**config.mk**
```make
export PLATFORM = sky130hd
export DESIGN_NAME = metronome_beat_display
export DESIGN_NICKNAME = d
export VERILOG_FILES = /design/src/rtl/metronome_beat_display.sv
export SDC_FILE = /design/constraint.sdc
export NUM_CORES = 1
export LEC_CHECK = 0
export BUFFER_PORTS_ARGS = -buffer_cell sky130_fd_sc_hd__buf_2
export CAP_MARGIN = 30
export CORE_MARGIN = 3
export CORE_UTILIZATION = 51
export DETAILED_ROUTE_END_ITERATION = 16
export PLACE_DENSITY_LB_ADDON = 0.12
export SETUP_SLACK_MARGIN = 0.02
export SYNTH_ARGS = -nofsm -noshare
export SYNTH_HDL_FRONTEND = slang
export SYNTH_SLANG_ARGS = --single-unit
```
**constraint.sdc**
```tcl
create_clock -name i_clk -period 2.75 [get_ports i_clk]
set_clock_uncertainty 0.2 [all_clocks]
set_input_delay 0.1375 -clock i_clk [delete_from_list [all_inputs] [get_ports i_clk]]
set_output_delay 0.1375 -clock i_clk [all_outputs]
set_load 0.01 [all_outputs]
```
**src/rtl/metronome_beat_display.sv**
```systemverilog
// Beat-display driver: beat flash, bar-accent flash and hysteretic tempo-range LED.
// Latency 1 clock from sampled inputs; all outputs registered; no backpressure (event-driven).

module metronome_hold_led #(
    parameter int HOLD_CYCLES = 3
) (
    input  logic i_clk,
    input  logic i_reset,
    input  logic i_enable,
    input  logic i_fire,
    output logic o_led
);
    localparam int W = (HOLD_CYCLES > 1) ? $clog2(HOLD_CYCLES) : 1;
    localparam logic [W-1:0] LOAD = W'(HOLD_CYCLES - 1);

    typedef enum logic {
        ST_OFF = 1'b0,
        ST_ON  = 1'b1
    } state_t;

    state_t         state_q, state_d;
    logic [W-1:0]   cnt_q, cnt_d;

    always_ff @(posedge i_clk or posedge i_reset) begin
        if (i_reset) begin
            state_q <= ST_OFF;
            cnt_q   <= '0;
        end else begin
            state_q <= state_d;
            cnt_q   <= cnt_d;
        end
    end

    // A fire while ON reloads the counter, so back-to-back beats never leave a gap.
    always_comb begin
        state_d = state_q;
        cnt_d   = cnt_q;
        if (!i_enable) begin
            state_d = ST_OFF;
            cnt_d   = '0;
        end else if (i_fire) begin
            state_d = ST_ON;
            cnt_d   = LOAD;
        end else begin
            case (state_q)
                ST_ON: begin
                    if (cnt_q == '0) begin
                        state_d = ST_OFF;
                    end else begin
                        cnt_d = cnt_q - W'(1);
                    end
                end
                default: begin
                    state_d = ST_OFF;
                end
            endcase
        end
    end

    assign o_led = (state_q == ST_ON);
endmodule

module metronome_beat_display #(
    parameter int CNT_W              = 34,
    parameter int IDX_W              = 4,
    parameter int HOLD_CYCLES        = 2_500_000,
    parameter int ACCENT_HOLD_CYCLES = 5_000_000,
    parameter int FAST_THRESH        = 600,
    parameter int FAST_HYST          = 16
) (
    input  logic             i_clk,
    input  logic             i_reset,
    input  logic             i_enable,
    input  logic             i_trigger,
    input  logic             i_sync,
    input  logic [IDX_W-1:0] i_beats_per_bar,
    input  logic [CNT_W-1:0] i_bpm_counter,
    output logic             o_beat_led,
    output logic             o_accent_led,
    output logic             o_fast_led,
    output logic [IDX_W-1:0] o_beat_idx,
    output logic             o_bar_pulse
);
    localparam logic [CNT_W-1:0] THRESH_HI = CNT_W'(FAST_THRESH);
    localparam logic [CNT_W-1:0] THRESH_LO = CNT_W'(FAST_THRESH - FAST_HYST);

    logic             trig_q;
    logic             first_pending_q, first_pending_d;
    logic [IDX_W-1:0] idx_q, idx_d;
    logic             bar_q, bar_d;
    logic             fast_q, fast_d;
    logic [IDX_W-1:0] last_idx;
    logic             beat_ev;
    logic             wrap;
    logic             downbeat;

    assign beat_ev  = i_enable & i_trigger & ~trig_q;
    assign last_idx = (i_beats_per_bar == '0) ? '0 : (i_beats_per_bar - IDX_W'(1));
    // A sync coincident with a beat makes that beat the downbeat.
    assign wrap     = first_pending_q | i_sync | (idx_q >= last_idx);
    assign downbeat = beat_ev & wrap;

    always_comb begin
        first_pending_d = first_pending_q;
        idx_d           = idx_q;
        bar_d           = downbeat;
        if (!i_enable) begin
            first_pending_d = 1'b1;
        end else if (beat_ev) begin
            first_pending_d = 1'b0;
            idx_d           = wrap ? '0 : (idx_q + IDX_W'(1));
        end else if (i_sync) begin
            first_pending_d = 1'b1;
        end
    end

    always_comb begin
        fast_d = fast_q;
        if (!fast_q && (i_bpm_counter >= THRESH_HI)) begin
            fast_d = 1'b1;
        end else if (fast_q && (i_bpm_counter < THRESH_LO)) begin
            fast_d = 1'b0;
        end
    end

    // trig_q resets high so a trigger already asserted at reset release is not a beat.
    always_ff @(posedge i_clk or posedge i_reset) begin
        if (i_reset) begin
            trig_q          <= 1'b1;
            first_pending_q <= 1'b1;
            idx_q           <= '0;
            bar_q           <= 1'b0;
            fast_q          <= 1'b0;
        end else begin
            trig_q          <= i_trigger;
            first_pending_q <= first_pending_d;
            idx_q           <= idx_d;
            bar_q           <= bar_d;
            fast_q          <= fast_d;
        end
    end

    metronome_hold_led #(
        .HOLD_CYCLES (HOLD_CYCLES)
    ) u_beat_led (
        .i_clk    (i_clk),
        .i_reset  (i_reset),
        .i_enable (i_enable),
        .i_fire   (beat_ev),
        .o_led    (o_beat_led)
    );

    metronome_hold_led #(
        .HOLD_CYCLES (ACCENT_HOLD_CYCLES)
    ) u_accent_led (
        .i_clk    (i_clk),
        .i_reset  (i_reset),
        .i_enable (i_enable),
        .i_fire   (downbeat),
        .o_led    (o_accent_led)
    );

    assign o_fast_led  = fast_q;
    assign o_beat_idx  = idx_q;
    assign o_bar_pulse = bar_q;
endmodule

```
==> results.md <==
- Outcome: finished clean
- P_leak: 1.56 nW
- First-pass GRT wire length: 11.7 mm
- Design area: 3600 um2
- VDD IR-drop max: 0.000311 V
- Critical path endpoint category: flop
- Die area: approximately 7100 um2
- Final setup violation count: 0
- Row cnt: 27
- Cells after synthesis: 322
- Clock sinks: 55
- Syn Area/Cell: 9.67 um2
- CTS buffer count: 5
- Post-synthesis sequential area ratio: 44.3%
- Share of cells above drive strength 1: around 23%
- Synth-to-Final Area Change: 15.8%
- IO Pins: 51
- Reg2Reg Setup Slack: 0.18 ns
- CP arrival: about 2.6 ns
- Number of port buffers: 47
- CTS tree: yes
- Fmax: 0.389 GHz
- Max_cap viols: 0
- Skew-Pair Late Insertion Delay: approximately 0.31 ns
- Clock transition at the registers of the reported paths: 0.10 ns
- Hold Startpoint: i_sync
- Vias in the first global route: 2643
- Final Max Tran Viols: 0
- Vias: 2647
- Pre-CTS setup slack: -0.0607 ns
- Core Region: 5710 um2
- Worst hold stages: 4
- HPWL after DPL: ~4.7 mm
- Power Total: between 0.0015 and 0.002 W
- Die Height: 84.1 um
- Max H-tree Level: 2
- Gpl congestion: 0.811
- Post-Syn Area: 3110 um2
- Final Util: 63.1%
- Worst-Margin Slew: 0.694 ns
- CP required: 2.78 ns
- Mapped Nets: 372
- Starting Density: between 50% and 60%
- HP Class: primary input to flop
- CP startpoint kind: flop
- Post-Route WL: 6.63 mm
- Final std cells w/o fill: 453
- Drt first pass iters: 4
- Largest net degree at the start of global routing: 56
- NumNets Final: between 400 and 500
- Synth Flop Type: dfrtp_1
- Post-synth ARST share: 100%
- 1st-iter DRT viols: 122
- ANT cells: 0
- Placed instance area: 3450 um2
- Warnings from Yosys: 0
- Placed cells: 438
- Worst Slack Setup Final: 0.182 ns
- Total GRT Usage: 19.9%
- Worst-case clock buffer depth: 2
- Filler cell count: 498
- Final period util: 93.4%
- PwrDens: ~550 nW/um2
- Min Tclk post-route: 2.57 ns
- Hold Fails Final Rpt: 0
- R2r startpoint: u_beat_led.cnt_q[0]$_DFFE_PP0P_
- Chip Width: around 84 um
- Total grt overflow: 0
- Routed Antenna Nets: 0
- Cell variety after synth: 51
- Commonest non-fill, non-tap cell in the layout: dfrtp_1
- Vias/cell: 5.84
- # Post-CTS Setup Buffers: 0
- CP Class: flop to flop
- Commonest cells after routing, fill and taps aside: dfrtp_1, buf_2, a21oi_1, nor2_1, xnor2_1
- Hold worst-path end: o_beat_idx[1]$_DFFE_PP0P_
- Antenna violations before repair: 0
- CTS root buffer: clkbuf_8
- R2r worst-path depth: 7
- RSZ-0062 raised after global routing: no
- DRC Markers: 0
- RR Endpoint: u_beat_led.cnt_q[1]$_DFFE_PP0P_
- EDFF count, synth: 0
- Critical Path Fanout Max: 8
- Yosys reg bits: 55
- Worst rel slew slack: 53.7%
- Drt wl/cell: approximately 15 um
==> logic make-up after synthesis <==
logic type      after synthesis  share of synthesized area, %
xor+xnor                     30                          8.44
compound gates               72                          14.6
mux                           1                         0.362
flops                        55                          44.3
buf+inv                      25                          3.58
fa+ha+maj                     8                          3.13
simple gates                131                          25.6
==> per-stage QoR <==
stage / hold slack (ns) / setup TNS [ns]
after CTS: 0.0538 / 0
after global placement: 0.0631 / 0
after floorplan: -0.0580 / 0
final: 0.0830 / 0
after global routing: 0.176 / 0
after detailed placement: 0.0621 / -0.399
==> critical path, cell delays in order, from the launching register on <==
cell and delay [ns]:
dfrtp_1 0.38, inv_1 0.10, ha_1 0.17, or4b_1 0.52, nor4_4 0.43, a21o_4 0.23, mux2_1 0.32, a21oi_1 0.14
==> synthesized netlist by cell type (2+ instances only) <==
cell type	n	area [um2]
nor4b_1	2	17.5
a21oi_1	31	155
a211oi_1	2	15.0
clkbuf_1	9	33.8
nand3_1	7	35.0
dfrtp_1	53	1330
nor3_1	7	35.0
nand4_1	5	31.3
inv_1	12	45.0
or3_1	15	93.8
nor4_2	3	37.5
o31ai_1	8	60.1
xnor2_1	25	219
buf_2	2	10.0
nor3b_1	3	22.5
nor4_1	13	81.3
and4bb_2	2	25.0
a31oi_1	5	31.3
dfstp_2	2	52.6
buf_6	2	22.5
nor4_4	2	42.5
nor2_1	30	113
or4_1	8	60.1
ha_1	7	87.6
or2_2	6	37.5
nand2_1	18	67.6
o21ai_0	10	50.1
o211ai_1	2	15.0
xor2_1	5	43.8
a2111oi_0	5	43.8
==> flip-flops by register name, indices dropped and copies added, names as in the netlist <==
signal,cells
u_accent_led.o_led,1
u_beat_led.cnt_q,22
o_beat_idx,4
o_bar_pulse,1
trig_q,1
u_beat_led.o_led,1
o_fast_led,1
u_accent_led.cnt_q,23
first_pending_q,1
==> worst max path at each step <==
stage | from | end | slack (ns) | depth (start not counted)
2_1_floorplan | u_beat_led.cnt_q[0]$_DFFE_PP0P_ | u_beat_led.cnt_q[1]$_DFFE_PP0P_ | 0.15 | 7
3_3_place_gp | i_beats_per_bar[1] | u_accent_led.cnt_q[21]$_DFFE_PP0P_ | 0.13 | 10
3_5_place_dp | i_beats_per_bar[1] | u_accent_led.cnt_q[16]$_DFFE_PP0P_ | -0.06 | 10
4_1_cts | u_beat_led.cnt_q[0]$_DFFE_PP0P_ | u_beat_led.cnt_q[1]$_DFFE_PP0P_ | 0.17 | 7
5_1_grt | o_beat_idx[3]$_DFFE_PP0P_ | u_accent_led.cnt_q[6]$_DFFE_PP0P_ | 0.02 | 6
6_report | u_beat_led.cnt_q[0]$_DFFE_PP0P_ | u_beat_led.cnt_q[1]$_DFFE_PP0P_ | 0.18 | 7
==> power breakdown <==
part	internal, W	total, W	switching [W]	leakage, nW
clock network	0.000179	0.000440	0.000261	0.0412
registers	0.000873	0.000942	0.0000685	0.738
logic	0.000257	0.000607	0.000350	0.783
==> per-layer routing <==
metal | GRT usage [%] | part of all wire (%)
met5 | 0 | 0
met4 | 4.82 | 1.2
met3 | 3.65 | 5.1
met2 | 33.4 | 47
met1 | 26.8 | 47
==> layout make-up <==
| type | instances | area (um2) | area share (%) |
|---|---|---|---|
| Multi-Input combinational cell | 242 | 1630 | 45.1 |
| Sequential cell | 55 | 1380 | 38.3 |
| Timing Repair Buffer | 64 | 380 | 10.6 |
| Tap cell | 72 | 90.1 | 2.50 |
| Clock buffer | 6 | 72.6 | 2.01 |
| Inverter | 12 | 45.0 | 1.25 |
| Clock inverter | 2 | 12.5 | 0.347 |
==> timing repair <==
action / in CTS / in global routing
endpoints found under the hold margin: 58 / 0
resized for setup: 0 / 1
hold buffers: 7 / 0
setup endpoints to repair: 0 / 11
(Power assumes the default switching activity.)
